### config.mk
export PLATFORM = sky130hd
export DESIGN_NAME = line_readout_scheduler
export DESIGN_NICKNAME = d
export VERILOG_FILES = /design/src/rtl/line_readout_pkg.sv /design/src/rtl/line_readout_fifo.sv /design/src/rtl/line_readout_scheduler.sv
export SDC_FILE = /design/constraint.sdc
export NUM_CORES = 1
export LEC_CHECK = 0
export ABC_AREA = 1
export BUFFER_PORTS_ARGS = -buffer_cell sky130_fd_sc_hd__buf_2
export CAP_MARGIN = 10
export CORE_MARGIN = 4
export CORE_UTILIZATION = 40
export CTS_BUF_LIST = sky130_fd_sc_hd__clkbuf_8
export CTS_CLUSTER_DIAMETER = 200
export DETAILED_ROUTE_END_ITERATION = 10
export GPL_TIMING_DRIVEN = 0
export SETUP_SLACK_MARGIN = 0.3
export SYNTH_ARGS = -nofsm -noshare
export SYNTH_HDL_FRONTEND = slang
export SYNTH_SLANG_ARGS = --single-unit
### constraint.sdc
create_clock -name clk_i -period 4.3 [get_ports clk_i]
set_input_delay 0.43 -clock clk_i [delete_from_list [all_inputs] [get_ports clk_i]]
set_output_delay 0.43 -clock clk_i [all_outputs]
set_load 0.02 [all_outputs]
### src/rtl/line_readout_pkg.sv
// Shared types and header-word layout for the line readout scheduler.
package line_readout_pkg;

    typedef enum logic [1:0] {
        IDLE,
        HEADER,
        STREAM,
        DRAIN
    } state_t;

    localparam logic [1:0] HDR_TAG       = 2'b10;
    localparam int         HDR_TAG_LSB   = 30;
    localparam int         HDR_SOF_BIT   = 29;
    localparam int         HDR_CNT_LSB   = 16;
    localparam int         HDR_WORDS_LSB = 0;

    localparam logic [1:0] FIFO_DEPTH = 2'd2;

    // Bit 28 is reserved and always zero.
    function automatic logic [31:0] make_header(
        input logic        sof,
        input logic [11:0] line_cnt,
        input logic [15:0] words
    );
        logic [31:0] hdr;
        hdr                        = '0;
        hdr[HDR_TAG_LSB +: 2]      = HDR_TAG;
        hdr[HDR_SOF_BIT]           = sof;
        hdr[HDR_CNT_LSB +: 12]     = line_cnt;
        hdr[HDR_WORDS_LSB +: 16]   = words;
        return hdr;
    endfunction

endpackage

### src/rtl/line_readout_fifo.sv
// Two-entry output FIFO; the head entry is the registered stream data.
module line_readout_fifo (
    input  logic        clk_i,
    input  logic        rst_i,
    input  logic        flush_i,
    input  logic        push_i,
    input  logic [31:0] push_data_i,
    input  logic        pop_i,
    output logic [31:0] data_o,
    output logic        valid_o,
    output logic [1:0]  count_o
);

    logic [31:0] tail;

    always_ff @(posedge clk_i or posedge rst_i) begin
        if (rst_i) begin
            data_o  <= '0;
            tail    <= '0;
            count_o <= '0;
        end else if (flush_i) begin
            count_o <= '0;
        end else begin
            case ({push_i, pop_i})
                2'b10: begin
                    if (count_o == 2'd0) data_o <= push_data_i;
                    else                 tail   <= push_data_i;
                    count_o <= count_o + 2'd1;
                end
                2'b01: begin
                    data_o  <= tail;
                    count_o <= count_o - 2'd1;
                end
                2'b11: begin
                    if (count_o == 2'd1) begin
                        data_o <= push_data_i;
                    end else begin
                        data_o <= tail;
                        tail   <= push_data_i;
                    end
                end
                default: ;
            endcase
        end
    end

    assign valid_o = (count_o != 2'd0);

endmodule

### src/rtl/line_readout_scheduler.sv
// Flow-controlled reader of the ping-pong line RAMs: queues completed lines,
// emits a header word per line and streams the line words to the receiver.
module line_readout_scheduler
    import line_readout_pkg::*;
#(
    parameter int ADDR_WIDTH = 12,
    parameter int CNT_WIDTH  = 12
) (
    input  logic                  clk_i,
    input  logic                  rst_i,
    input  logic                  frame_start_i,
    input  logic                  line_ready_i,
    input  logic                  line_bank_i,
    input  logic [ADDR_WIDTH-1:0] line_words_i,
    output logic                  rd_en_o,
    output logic                  rd_bank_o,
    output logic [ADDR_WIDTH-1:0] rd_addr_o,
    input  logic [31:0]           rd_data_i,
    output logic [31:0]           out_data_o,
    output logic                  out_valid_o,
    input  logic                  out_ready_i,
    output logic                  busy_o,
    output logic [7:0]            overrun_cnt_o
);

    localparam logic [ADDR_WIDTH-1:0] ADDR_ONE = ADDR_WIDTH'(1);
    localparam logic [CNT_WIDTH-1:0]  CNT_ONE  = CNT_WIDTH'(1);

    state_t                  state;
    logic                    pend_valid;
    logic                    pend_bank;
    logic [ADDR_WIDTH-1:0]   pend_words;
    logic [ADDR_WIDTH-1:0]   act_words;
    logic                    in_flight;
    logic [CNT_WIDTH-1:0]    line_cnt;
    logic                    sof;

    logic                    fifo_push;
    logic                    fifo_pop;
    logic [31:0]             fifo_din;
    logic [1:0]              fifo_count;
    logic [1:0]              committed;
    logic                    can_issue;
    logic                    fifo_space;
    logic                    hdr_push;
    logic                    take_pending;
    logic                    take_direct;
    logic                    store_line;
    logic                    drop_line;

    // A read issued now lands next cycle, so it may only go out if the FIFO is
    // guaranteed a free entry by then counting only pops already happening.
    assign fifo_pop   = out_valid_o && out_ready_i;
    assign committed  = fifo_count + {1'b0, in_flight};
    assign can_issue  = (committed < FIFO_DEPTH) || ((committed == FIFO_DEPTH) && fifo_pop);
    assign fifo_space = (fifo_count < FIFO_DEPTH) || fifo_pop;
    assign hdr_push   = (state == HEADER) && fifo_space;
    assign rd_en_o    = (state == STREAM) && can_issue;
    assign fifo_push  = hdr_push || in_flight;
    assign fifo_din   = in_flight ? rd_data_i
                                  : make_header(sof, 12'(line_cnt), 16'(act_words));

    assign take_pending = (state == IDLE) && pend_valid;
    assign take_direct  = (state == IDLE) && !pend_valid && line_ready_i;
    assign store_line   = line_ready_i && !take_direct && (!pend_valid || take_pending);
    assign drop_line    = line_ready_i && !take_direct && pend_valid && !take_pending;

    assign busy_o = (state != IDLE) || out_valid_o;

    line_readout_fifo u_fifo (
        .clk_i       (clk_i),
        .rst_i       (rst_i),
        .flush_i     (frame_start_i),
        .push_i      (fifo_push),
        .push_data_i (fifo_din),
        .pop_i       (fifo_pop),
        .data_o      (out_data_o),
        .valid_o     (out_valid_o),
        .count_o     (fifo_count)
    );

    // A frame start discards everything in progress; a line arriving with it
    // lands in the freshly emptied pending slot as line 0 of the new frame.
    always_ff @(posedge clk_i or posedge rst_i) begin
        if (rst_i) begin
            state         <= IDLE;
            pend_valid    <= 1'b0;
            pend_bank     <= 1'b0;
            pend_words    <= '0;
            act_words     <= '0;
            rd_bank_o     <= 1'b0;
            rd_addr_o     <= '0;
            in_flight     <= 1'b0;
            line_cnt      <= '0;
            sof           <= 1'b1;
            overrun_cnt_o <= '0;
        end else if (frame_start_i) begin
            state      <= IDLE;
            pend_valid <= line_ready_i;
            pend_bank  <= line_bank_i;
            pend_words <= line_words_i;
            in_flight  <= 1'b0;
            line_cnt   <= '0;
            sof        <= 1'b1;
        end else begin
            in_flight <= rd_en_o;

            if (drop_line && (overrun_cnt_o != 8'hFF))
                overrun_cnt_o <= overrun_cnt_o + 8'd1;

            if (store_line) begin
                pend_valid <= 1'b1;
                pend_bank  <= line_bank_i;
                pend_words <= line_words_i;
            end else if (take_pending) begin
                pend_valid <= 1'b0;
            end

            case (state)
                IDLE: begin
                    if (take_pending) begin
                        act_words <= pend_words;
                        rd_bank_o <= pend_bank;
                        rd_addr_o <= '0;
                        state     <= HEADER;
                    end else if (take_direct) begin
                        act_words <= line_words_i;
                        rd_bank_o <= line_bank_i;
                        rd_addr_o <= '0;
                        state     <= HEADER;
                    end
                end
                HEADER: begin
                    if (hdr_push) begin
                        if (act_words == '0) begin
                            line_cnt <= line_cnt + CNT_ONE;
                            state    <= IDLE;
                        end else begin
                            state <= STREAM;
                        end
                    end
                end
                STREAM: begin
                    if (rd_en_o) begin
                        if (rd_addr_o == act_words - ADDR_ONE) state <= DRAIN;
                        else                                   rd_addr_o <= rd_addr_o + ADDR_ONE;
                    end
                end
                DRAIN: begin
                    // The last read always lands during this single cycle.
                    line_cnt <= line_cnt + CNT_ONE;
                    sof      <= 1'b0;
                    state    <= IDLE;
                end
                default: state <= IDLE;
            endcase
        end
    end

endmodule

==> results.cfg <==
[outcome]
status = finished clean

[finish]
final_cell_mix = 204 x nand2_1, 128 x dfrtp_1, 110 x buf_2
fill_cells = 1719
num_antenna_cells = 0
area_growth_pct = 18.7
drive_above_1_share_pct = 18.9
final_util_pct = 48.4
final_common_cell = nand2_1
nNetsFinal = 1037

[power_and_ir_drop]
p_per_area_nw_per_um2 = 624
ir_drop_v = 0.000246
p_leak_uw = 0.00398

[routing]
drt-initial-drc-count = 418
ant_nets = 0
first_pass_iters = 6
wl_met3_mm = 1.04
wl_met1_mm = 8.82
top_layer = met4
dr_wl_met2_mm = 7.60
routed_via_density = 4.93
dr_total_vias = 5986
finalWirelength_mm = 17.9
wl_per_cell_um = 14.7
drcViolationCount = 0

[run]
max_cap_viol_count = 0

[grt]
antenna_found_initial = 0
grt-ovfl-total = 0
grt_pass1_wl_mm = 29.8
grt_usage_pct = 19.1
grt_max_degree = 78
first_global_vias = 5809

[worst_setup_path]
worst-path-max-fanout = 7
required_ns = 3.87
critPathBufInv = 4
cp_slowest_stage_delay_ns = 0.38
timing.rr.start = act_words[0]
cp_top_family = buffers and inverters
reg2regPathDepth = 12
critPathKind = reg -> out
crit_arrival_ns = 2.14
crit_slowest_cell = dfrtp_1
cpMostUsedCell = inv_1
worstPathCellList = inv_1 > ha_1 > inv_2 > nand2_4 > o21ai_0 > inv_1 > nor2_1 > buf_2
r2r_slack_ns = 1.89
critPathLaunchType = register
end_kind = output port
r2r_end = rd_addr_o[3]

[cts]
numClockSinks = 129
cts_resized = 0
post_cts_buffers = 0
cts_tree = yes
clk_pin_slew_ns = 0.08
cts-buffers-inserted = 17
root_buffer = clkbuf_8
cts_buffer_depth = 2
clk-insertion-delay-late_ns = 0.45
hold_buffers = 0
cts_htree_levels = 4

[min_path]
worstHoldPathType = in -> async

[floorplan]
initial_utilization_pct = 40.8
coreArea_um2 = 16600
row_count = 47
die_x_um = 138
dieHeight_um = 138
boundaryPins = 106
dieArea_um2 = 19000

[synth]
synth_top_cell_by_area = dfrtp_1
ys_top_cells_by_area = dfrtp_1 47%, nand2_1 11%, o21ai_0 7.8%
ys_ff_latch = 129
postSynthAreaPerCell_um2 = 7.90
syn_inst = 856
synth-main-ff-cell = dfrtp_1
synthArstFlopShare_pct = 100
synthDistinctLibCells = 39
yosysWarnings = 0
syn_area_um2 = 6760
synth.top_cell.area_share_pct = 47.4
ys_seq_area_share_pct = 47.8
synth_edf_count = 0
synth_fp_nets = 913

[timing]
finalHoldViolCount = 0
final_max_slew_viol_count = 0
max_freq_mhz = 389
setup_viol = 0
finalCritPeriodShare_pct = 59.8
finClkSkew_ns = 0.0148
maxSlewHeadroom_pct = 53.5
tightest_slew_ns = 0.698
hold_ws_ns = 0.0225
final.min_clock_period_ns = 2.57
rsz0062_at_grt = false
setup_ws_ns = 1.73

[placement]
post-dp-hpwl_mm = 13.4
portBuffers = 104
post-place-ws_ns = 1.97
gp_congestion = 0.913
## Yosys cell counts, types with 8 or more instances
master	instances
nand2_1	204
dfrtp_1	128
nor2_1	107
o21ai_0	106
inv_1	66
a21oi_1	39
nand3_1	35
clkbuf_1	22
xor2_1	20
nand4_1	13
nor3_1	12
o22ai_1	12
o21ai_1	11
mux2_2	9
inv_2	8
xnor2_1	8
## through the flow
stage / power, uW / TNS (ns) / area (um2) / std cells
floorplan: 3280 / 0 / 6760 / 856
global placement: 3860 / -150.94 / 7560 / 1180
detailed placement: 3900 / 0 / 7590 / 1181
CTS: 5040 / 0 / 8020 / 1213
global route: 5430 / 0 / 8020 / 1213
finish: 5000 / 0 / 8020 / 1213
## flip-flops by register name, indices dropped and copies added, names as in the netlist, 2 cells and up
signal / count
line_cnt: 12
u_fifo.data_o: 32
rd_addr_o: 12
overrun_cnt_o: 8
state: 2
u_fifo.tail: 32
pend_words: 12
act_words: 12
u_fifo.count_o: 2
## area by class of cell
cell class	count	area, um2	share of cell area [%]
repair buffers	105	548	6.83
flip-flops and latches	129	3230	40.2
multi-input cells	618	3090	38.5
clock inverters	13	173	2.15
plain buffers	35	165	2.06
well taps	220	275	3.43
clock buffers	19	262	3.26
inverters	74	283	3.52
## report_power, final
group | total (uW) | switching (uW) | internal, uW
sequential | 1860 | 262 | 1600
combinational | 2010 | 1330 | 676
clock | 1130 | 518 | 614
total | 5000 | 2110 | 2890
## worst max-delay path by stage
stage | startpoint | end | slack (ns) | cells past startpoint
finish | u_fifo.count_o[1] | rd_en_o | 1.73 | 8
global route | u_fifo.count_o[0] | rd_en_o | 1.47 | 8
CTS | u_fifo.count_o[1] | rd_en_o | 1.68 | 8
detailed placement | act_words[0] | rd_addr_o[8] | 1.97 | 12
global placement | rst_i | overrun_cnt_o[1] | -1.19 | 2
floorplan | rst_i | act_words[0] | 0.43 | 1
## cell families (layout without fill, tap and decap cells)
logic type               count (synthesis)  count (layout)  share of synthesized area (%)
adder cells (fa/ha/maj)                  7               7                           1.30
XOR/XNOR                                28              28                           3.63
multiplexers                            13              13                           2.09
flip-flops                             129             129                           47.8
AO/OA/AOI/OAI                          174             174                           13.6
AND/OR/NAND/NOR                        396             396                           25.1
buffers and inverters                  109             246                           6.55
## metal layers
layer	GRT usage [%]	up-vias
met5	0	-
met4	7.02	0
met3	4.45	26
met2	28.0	183
met1	27.8	2723
li1	-	3054
No activity file was read; power rests on OpenSTA's default activity.
